===== config.mk =====
export PLATFORM = sky130hd
export DESIGN_NAME = timer_clk_ctrl_flat
export DESIGN_NICKNAME = d
export VERILOG_FILES = /design/src/rtl/timer_clk_ctrl_if.sv /design/src/rtl/timer_clk_ctrl.sv /design/src/flat_wrapper.sv
export SDC_FILE = /design/constraint.sdc
export NUM_CORES = 1
export LEC_CHECK = 0
export ABC_AREA = 1
export ABC_CLOCK_PERIOD_IN_PS = 1500
export CORE_MARGIN = 3
export CORE_UTILIZATION = 25
export DETAILED_ROUTE_END_ITERATION = 8
export GPL_ROUTABILITY_DRIVEN = 0
export REMOVE_ABC_BUFFERS = 1
export SETUP_SLACK_MARGIN = 0.02
export SLEW_MARGIN = 20
export SYNTH_ARGS = -nofsm -noshare
export SYNTH_HDL_FRONTEND = slang
export SYNTH_SLANG_ARGS = --single-unit

===== constraint.sdc =====
create_clock -name i_clk_sys -period 1.5 [get_ports i_clk_sys]
set_input_delay 0.3 -clock i_clk_sys [delete_from_list [all_inputs] [get_ports i_clk_sys]]
set_output_delay 0.3 -clock i_clk_sys [all_outputs]
set_load 0.02 [all_outputs]

===== src/rtl/timer_clk_ctrl_if.sv =====
// Signal bundle for timer_clk_ctrl: TCR control words, raw counter event levels,
// asynchronous external pins and the registered per-channel pulse outputs.
interface timer_clk_ctrl_if;
  logic [7:0] i_TCR_0;
  logic [7:0] i_TCR_1;
  logic       i_OVF_0;
  logic       i_OVF_1;
  logic       i_CMA_0;
  logic       i_CMA_1;
  logic       i_CMB_0;
  logic       i_CMB_1;
  logic       i_ext_clk;
  logic       i_ext_rst;
  logic [1:0] o_counter_clock;
  logic [1:0] o_CLR_TCNT;
  logic       o_comp_match_A0_final;
  logic       o_comp_match_B0_final;

  modport master (
    output i_TCR_0, i_TCR_1, i_OVF_0, i_OVF_1, i_CMA_0, i_CMA_1,
           i_CMB_0, i_CMB_1, i_ext_clk, i_ext_rst,
    input  o_counter_clock, o_CLR_TCNT, o_comp_match_A0_final, o_comp_match_B0_final
  );

  modport slave (
    input  i_TCR_0, i_TCR_1, i_OVF_0, i_OVF_1, i_CMA_0, i_CMA_1,
           i_CMB_0, i_CMB_1, i_ext_clk, i_ext_rst,
    output o_counter_clock, o_CLR_TCNT, o_comp_match_A0_final, o_comp_match_B0_final
  );
endinterface


===== src/rtl/timer_clk_ctrl.sv =====
// Two-channel timer clock/clear controller: prescaler taps, cascade and external
// count sources selected by CKS, clear sources by CCLR, all outputs registered one-cycle pulses.
module timer_clk_ctrl (
  input  logic             i_clk_sys,
  input  logic             i_rst,
  timer_clk_ctrl_if.slave  bus
);

  logic [5:0] psc;
  logic       tap2, tap8, tap64;

  logic ext_clk_s1, ext_clk_s2, ext_clk_h;
  logic ext_rst_s1, ext_rst_s2, ext_rst_h;
  logic ext_clk_rise, ext_clk_fall, ext_rst_rise;

  // Level vector order: {cmb1, cmb0, cma1, cma0, ovf1, ovf0}
  logic [5:0] lvl, lvl_h, lvl_rise;
  logic       ovf0_rise, ovf1_rise, cma0_rise, cma1_rise, cmb0_rise, cmb1_rise;

  logic [2:0] cks0, cks1;
  logic [1:0] cclr0, cclr1;
  logic       cascade_loop;
  logic [1:0] cnt_src, clr_src;
  logic       cma0_out_src, cmb0_out_src;

  logic [1:0] cnt_q, clr_q;
  logic       cma0_q, cmb0_q;

  logic       unused_ok;

  function automatic logic count_sel(input logic [2:0] cks, input logic cascade_ev,
                                     input logic t2, input logic t8, input logic t64,
                                     input logic er, input logic ef);
    logic r;
    r = 1'b0;
    case (cks)
      3'b000:  r = 1'b0;
      3'b001:  r = t2;
      3'b010:  r = t8;
      3'b011:  r = t64;
      3'b100:  r = cascade_ev;
      3'b101:  r = er;
      3'b110:  r = ef;
      default: r = er | ef;
    endcase
    return r;
  endfunction

  function automatic logic clear_sel(input logic [1:0] cclr, input logic a_rise,
                                     input logic b_rise, input logic x_rise);
    logic r;
    r = 1'b0;
    case (cclr)
      2'b00:   r = 1'b0;
      2'b01:   r = a_rise;
      2'b10:   r = b_rise;
      default: r = x_rise;
    endcase
    return r;
  endfunction

  assign lvl = {bus.i_CMB_1, bus.i_CMB_0, bus.i_CMA_1, bus.i_CMA_0, bus.i_OVF_1, bus.i_OVF_0};

  always_ff @(posedge i_clk_sys) begin
    if (i_rst) begin
      psc        <= 6'd0;
      ext_clk_s1 <= 1'b0;
      ext_clk_s2 <= 1'b0;
      ext_clk_h  <= 1'b0;
      ext_rst_s1 <= 1'b0;
      ext_rst_s2 <= 1'b0;
      ext_rst_h  <= 1'b0;
      lvl_h      <= 6'd0;
      cnt_q      <= 2'b00;
      clr_q      <= 2'b00;
      cma0_q     <= 1'b0;
      cmb0_q     <= 1'b0;
    end else begin
      psc        <= psc + 6'd1;
      ext_clk_s1 <= bus.i_ext_clk;
      ext_clk_s2 <= ext_clk_s1;
      ext_clk_h  <= ext_clk_s2;
      ext_rst_s1 <= bus.i_ext_rst;
      ext_rst_s2 <= ext_rst_s1;
      ext_rst_h  <= ext_rst_s2;
      lvl_h      <= lvl;
      cnt_q      <= cnt_src & ~clr_src;
      clr_q      <= clr_src;
      cma0_q     <= cma0_out_src;
      cmb0_q     <= cmb0_out_src;
    end
  end

  always_comb begin
    tap2  = psc[0];
    tap8  = (psc[2:0] == 3'b111);
    tap64 = (psc == 6'd63);

    ext_clk_rise = ext_clk_s2 & ~ext_clk_h;
    ext_clk_fall = ~ext_clk_s2 & ext_clk_h;
    ext_rst_rise = ext_rst_s2 & ~ext_rst_h;

    lvl_rise  = lvl & ~lvl_h;
    ovf0_rise = lvl_rise[0];
    ovf1_rise = lvl_rise[1];
    cma0_rise = lvl_rise[2];
    cma1_rise = lvl_rise[3];
    cmb0_rise = lvl_rise[4];
    cmb1_rise = lvl_rise[5];

    cks0  = bus.i_TCR_0[2:0];
    cks1  = bus.i_TCR_1[2:0];
    cclr0 = bus.i_TCR_0[4:3];
    cclr1 = bus.i_TCR_1[4:3];

    // Each channel cascading off the other would be a combinational count loop.
    cascade_loop = (cks0 == 3'b100) && (cks1 == 3'b100);

    cnt_src[0] = count_sel(cks0, ovf1_rise, tap2, tap8, tap64, ext_clk_rise, ext_clk_fall)
                 & ~cascade_loop;
    cnt_src[1] = count_sel(cks1, cma0_rise, tap2, tap8, tap64, ext_clk_rise, ext_clk_fall)
                 & ~cascade_loop;

    clr_src[0] = clear_sel(cclr0, cma0_rise, cmb0_rise, ext_rst_rise);
    clr_src[1] = clear_sel(cclr1, cma1_rise, cmb1_rise, ext_rst_rise);

    cma0_out_src = cma0_rise & (cks0 != 3'b000);
    cmb0_out_src = cmb0_rise & (cks0 != 3'b000);
  end

  assign bus.o_counter_clock       = cnt_q;
  assign bus.o_CLR_TCNT            = clr_q;
  assign bus.o_comp_match_A0_final = cma0_q;
  assign bus.o_comp_match_B0_final = cmb0_q;

  // Channel 0 overflow has no consumer here and TCR[7:5] belong to other blocks.
  assign unused_ok = ^{ovf0_rise, bus.i_TCR_0[7:5], bus.i_TCR_1[7:5]};

endmodule


===== src/flat_wrapper.sv =====
// flat-port wrapper written by rule: the top's interface ports become plain ports
module timer_clk_ctrl_flat 
  (i_clk_sys, i_rst, bus_i_TCR_0, bus_i_TCR_1, bus_i_OVF_0, bus_i_OVF_1, bus_i_CMA_0, bus_i_CMA_1, bus_i_CMB_0, bus_i_CMB_1, bus_i_ext_clk, bus_i_ext_rst, bus_o_counter_clock, bus_o_CLR_TCNT, bus_o_comp_match_A0_final, bus_o_comp_match_B0_final);
  timer_clk_ctrl_if bus_i ();
  input  logic i_clk_sys;
  input  logic i_rst;
  input wire logic [$bits(bus_i.i_TCR_0)-1:0] bus_i_TCR_0;
  input wire logic [$bits(bus_i.i_TCR_1)-1:0] bus_i_TCR_1;
  input wire logic [$bits(bus_i.i_OVF_0)-1:0] bus_i_OVF_0;
  input wire logic [$bits(bus_i.i_OVF_1)-1:0] bus_i_OVF_1;
  input wire logic [$bits(bus_i.i_CMA_0)-1:0] bus_i_CMA_0;
  input wire logic [$bits(bus_i.i_CMA_1)-1:0] bus_i_CMA_1;
  input wire logic [$bits(bus_i.i_CMB_0)-1:0] bus_i_CMB_0;
  input wire logic [$bits(bus_i.i_CMB_1)-1:0] bus_i_CMB_1;
  input wire logic [$bits(bus_i.i_ext_clk)-1:0] bus_i_ext_clk;
  input wire logic [$bits(bus_i.i_ext_rst)-1:0] bus_i_ext_rst;
  output wire logic [$bits(bus_i.o_counter_clock)-1:0] bus_o_counter_clock;
  output wire logic [$bits(bus_i.o_CLR_TCNT)-1:0] bus_o_CLR_TCNT;
  output wire logic [$bits(bus_i.o_comp_match_A0_final)-1:0] bus_o_comp_match_A0_final;
  output wire logic [$bits(bus_i.o_comp_match_B0_final)-1:0] bus_o_comp_match_B0_final;
  assign bus_i.i_TCR_0 = bus_i_TCR_0;
  assign bus_i.i_TCR_1 = bus_i_TCR_1;
  assign bus_i.i_OVF_0 = bus_i_OVF_0;
  assign bus_i.i_OVF_1 = bus_i_OVF_1;
  assign bus_i.i_CMA_0 = bus_i_CMA_0;
  assign bus_i.i_CMA_1 = bus_i_CMA_1;
  assign bus_i.i_CMB_0 = bus_i_CMB_0;
  assign bus_i.i_CMB_1 = bus_i_CMB_1;
  assign bus_i.i_ext_clk = bus_i_ext_clk;
  assign bus_i.i_ext_rst = bus_i_ext_rst;
  assign bus_o_counter_clock = bus_i.o_counter_clock;
  assign bus_o_CLR_TCNT = bus_i.o_CLR_TCNT;
  assign bus_o_comp_match_A0_final = bus_i.o_comp_match_A0_final;
  assign bus_o_comp_match_B0_final = bus_i.o_comp_match_B0_final;
  timer_clk_ctrl u_core (.i_clk_sys(i_clk_sys), .i_rst(i_rst), .bus(bus_i));
endmodule

==> reports/metrics.csv <==
stage,metric,value,unit
logic_synthesis,synthSimpleGateAreaFrac,0.281,
layout,finalNonFillerCells,209,
cts,worstSkewPairLatency,0.26,ns
floorplanning,core_area,0.00374,sq mm
layout,fillers,409,
logic_synthesis,ys_warn_count,0,
floorplanning,die_x,69,microns
layout,area_delta_synth_final,39.3,%
logic_synthesis,synth_top_family_by_area,simple AND/OR/NAND/NOR gates,
logic_synthesis,synth_top_cell_by_area,dfxtp_1,
layout,antenna_cells,0,
floorplanning,design.die.area,0.00476,sq mm
placement,place_area,0.00133,sq mm
layout,final_common_cell,inv_1,
placement,port_buffers,24,
power_and_ir_drop,total_power,1.22,mW
sta,relSlewSlack,0.817,
cts,post_cts_buffers,0,
layout,fin_area,0.00138,sq mm
global_routing,overflow,0,
cts,cts_made_buffers,3,
logic_synthesis,yosysSeqAreaShare,0.464,
layout,final_layout_size_suffix_gt1_frac,0.0932,
critical_path,cpLargestDelayFamily,simple AND/OR/NAND/NOR gates,
critical_path,path_common_cell,nand2_1,
sta,final.setup.tns,0,ns
power_and_ir_drop,peakVddDrop,499,uV
logic_synthesis,synth-seq-cells,23,
sta,setup_viol,0,
global_routing,grt_use_total,0.0845,
sta,finClkSkew,0.00420,ns
power_and_ir_drop,p_leak,0.704,nW
critical_path,crit_required,1.66,ns
routing,routedWlPerCell,9.22,microns
critical_path,cpPeakStageDelay,0.32,ns
routing,drt_iter0_markers,85,
logic_synthesis,netlist_area,992,sq um
sta,hold_violations,0,
logic_synthesis,synthTopCellsByArea,"dfxtp_1 46%, inv_1 10%, nor2_1 8.3%, nand3_1 5.5%, nand2_1 5.3%",
power_and_ir_drop,p_per_area,881,mW/mm^2
sta,period_share,0.890,
logic_synthesis,yosysTopAreaCellShare,0.464,
cts,path_clk_slew,0.08,ns
logic_synthesis,syn_area_per_cell,7.57,sq um
routing,viasPerCell,4.12,
routing,dr.pass1.iters,4,
cts,htreeDepth,1,
sta,rsz0062_at_grt,false,
sta,tightest_slew,0.272,ns
floorplanning,start_util,0.265,
global_routing,antenna_found_initial,0,
sta,period_minus_slack,1.34,ns
logic_synthesis,synth_xor_area_frac,0,
sta,fin_ws,0.165,ns
status,status,completed,
critical_path,arrival,1.50,ns
sta,slew_viol_final,0,
routing,wl,1.93,mm
critical_path,crit_path_cell_trace,"ha_1, ha_1, or2_2, nand2_1, nand2_1, nand2_1, a21oi_2",
logic_synthesis,muxShareOfSynthArea,0,
critical_path,worstSetupPathType,reg2reg,
cts,cts.sinks,23,
sta,fmax,749,MHz
critical_path,worstPathMaxFanout,2,
cts,tritoncts,done,
cts,clockBufferDepth,2,
logic_synthesis,synth_fa_ha_area_frac,0.0504,
global_routing,grt_max_degree,23,
placement,place_inst,205,
floorplanning,io_pins,32,
placement,post-dp-hpwl,1.52,mm
logic_synthesis,synth_compound_area_frac,0.0883,
placement,place_ws,0.0194,ns
routing,drc,0,
global_routing,grt_pass1_wl,3.32,mm
layout,fin_util,0.369,
critical_path,path_buf_inv,0,
global_routing,first_global_vias,778,
layout,layout_common_cells,"27 x inv_1, 23 x dfxtp_1, 22 x nor2_1, 18 x clkdlybuf4s50_1, 14 x nand2_1",
hold_path,min_path_type,reg2reg,
critical_path,cp-start-kind,flip-flop,
floorplanning,die_h,69,microns
sta,holdWs,0.405,ns
logic_synthesis,synthDistinctLibCells,22,
cts,clockRootBuffer,clkbuf_8,
floorplanning,num_rows,22,
routing,ant_nets,0,
logic_synthesis,synthCells,131,
critical_path,cp_slowest_cell,dfxtp_1,
critical_path,cp-end-kind,flip-flop,
routing,vias,861,
run,drv_cap,0,
layout,final_nets,192,
[area by class of cell]
| type | count | area (sq um) | share of cell area |
|---|---|---|---|
| clock buffers | 3 | 41.3 | 0.0299 |
| clock inverters | 1 | 5.00 | 0.00362 |
| inverters | 28 | 105 | 0.0760 |
| multi-input cells | 78 | 417 | 0.301 |
| flip-flops and latches | 23 | 460 | 0.333 |
| well taps | 48 | 60.1 | 0.0434 |
| repair buffers | 28 | 294 | 0.213 |
[where the power goes]
group | internal [mW] | switching [mW]
combinational | 0.0995 | 0.0923
sequential | 0.640 | 0.0102
clock | 0.185 | 0.190
total | 0.925 | 0.293
[cell usage after synthesis]
master    number
nor4_1         2
or2_2          1
nand2_1       14
ha_1           4
a31oi_1        3
nor3_2         1
nor2_1        22
o21bai_1       1
nand3_2        1
a21oi_2        1
nand3_1       11
nand4_1        3
inv_2          1
nand3b_1       2
dfxtp_1       23
a21oi_1        4
buf_2          2
inv_1         27
nor3_1         2
nor2_2         1
a211oi_2       1
o21ai_0        4
[flip-flops by register name (all words and copies together) (netlist names), 2 cells and up]
signal / count
u_core.bus.o_CLR_TCNT: 2
u_core.bus.o_counter_clock: 2
u_core.psc: 6
u_core.lvl_h: 5
[path summary, 6_finish.rpt]
check	slack (ns)	cells past startpoint	from	endpoint
min	0.41	2	u_core.ext_clk_s1	u_core.ext_clk_s2
max reg2reg	0.16	7	u_core.psc[0]	u_core.bus.o_counter_clock[1]
min reg2reg	0.41	2	u_core.ext_clk_s1	u_core.ext_clk_s2
max	0.16	7	u_core.psc[0]	u_core.bus.o_counter_clock[1]
[logic make-up (layout without fill, tap and decap cells)]
logic type	after synthesis	after routing
compound gates	14	14
fa+ha+maj	4	4
buf+inv	30	60
flops	23	23
simple gates	60	60
[timing repair]
action,CTS,global route
setup endpoints to repair,1,5
hold buffers,0,0
gates resized for setup,1,5
[tightest hold or removal path, cell delays in order (launching register included)]
cell	delay, ns
dfxtp_1	0.30
inv_1	0.04
nor2_1	0.03
[per-layer routing]
layer	up-vias	wire length, microns	GRT usage
met1	364	980	0.110
li1	473	-	-
met5	-	0	0
met3	2	129	0.0379
met2	22	808	0.131
met4	0	8	0.0130
Power figures use the tool's default switching activity.
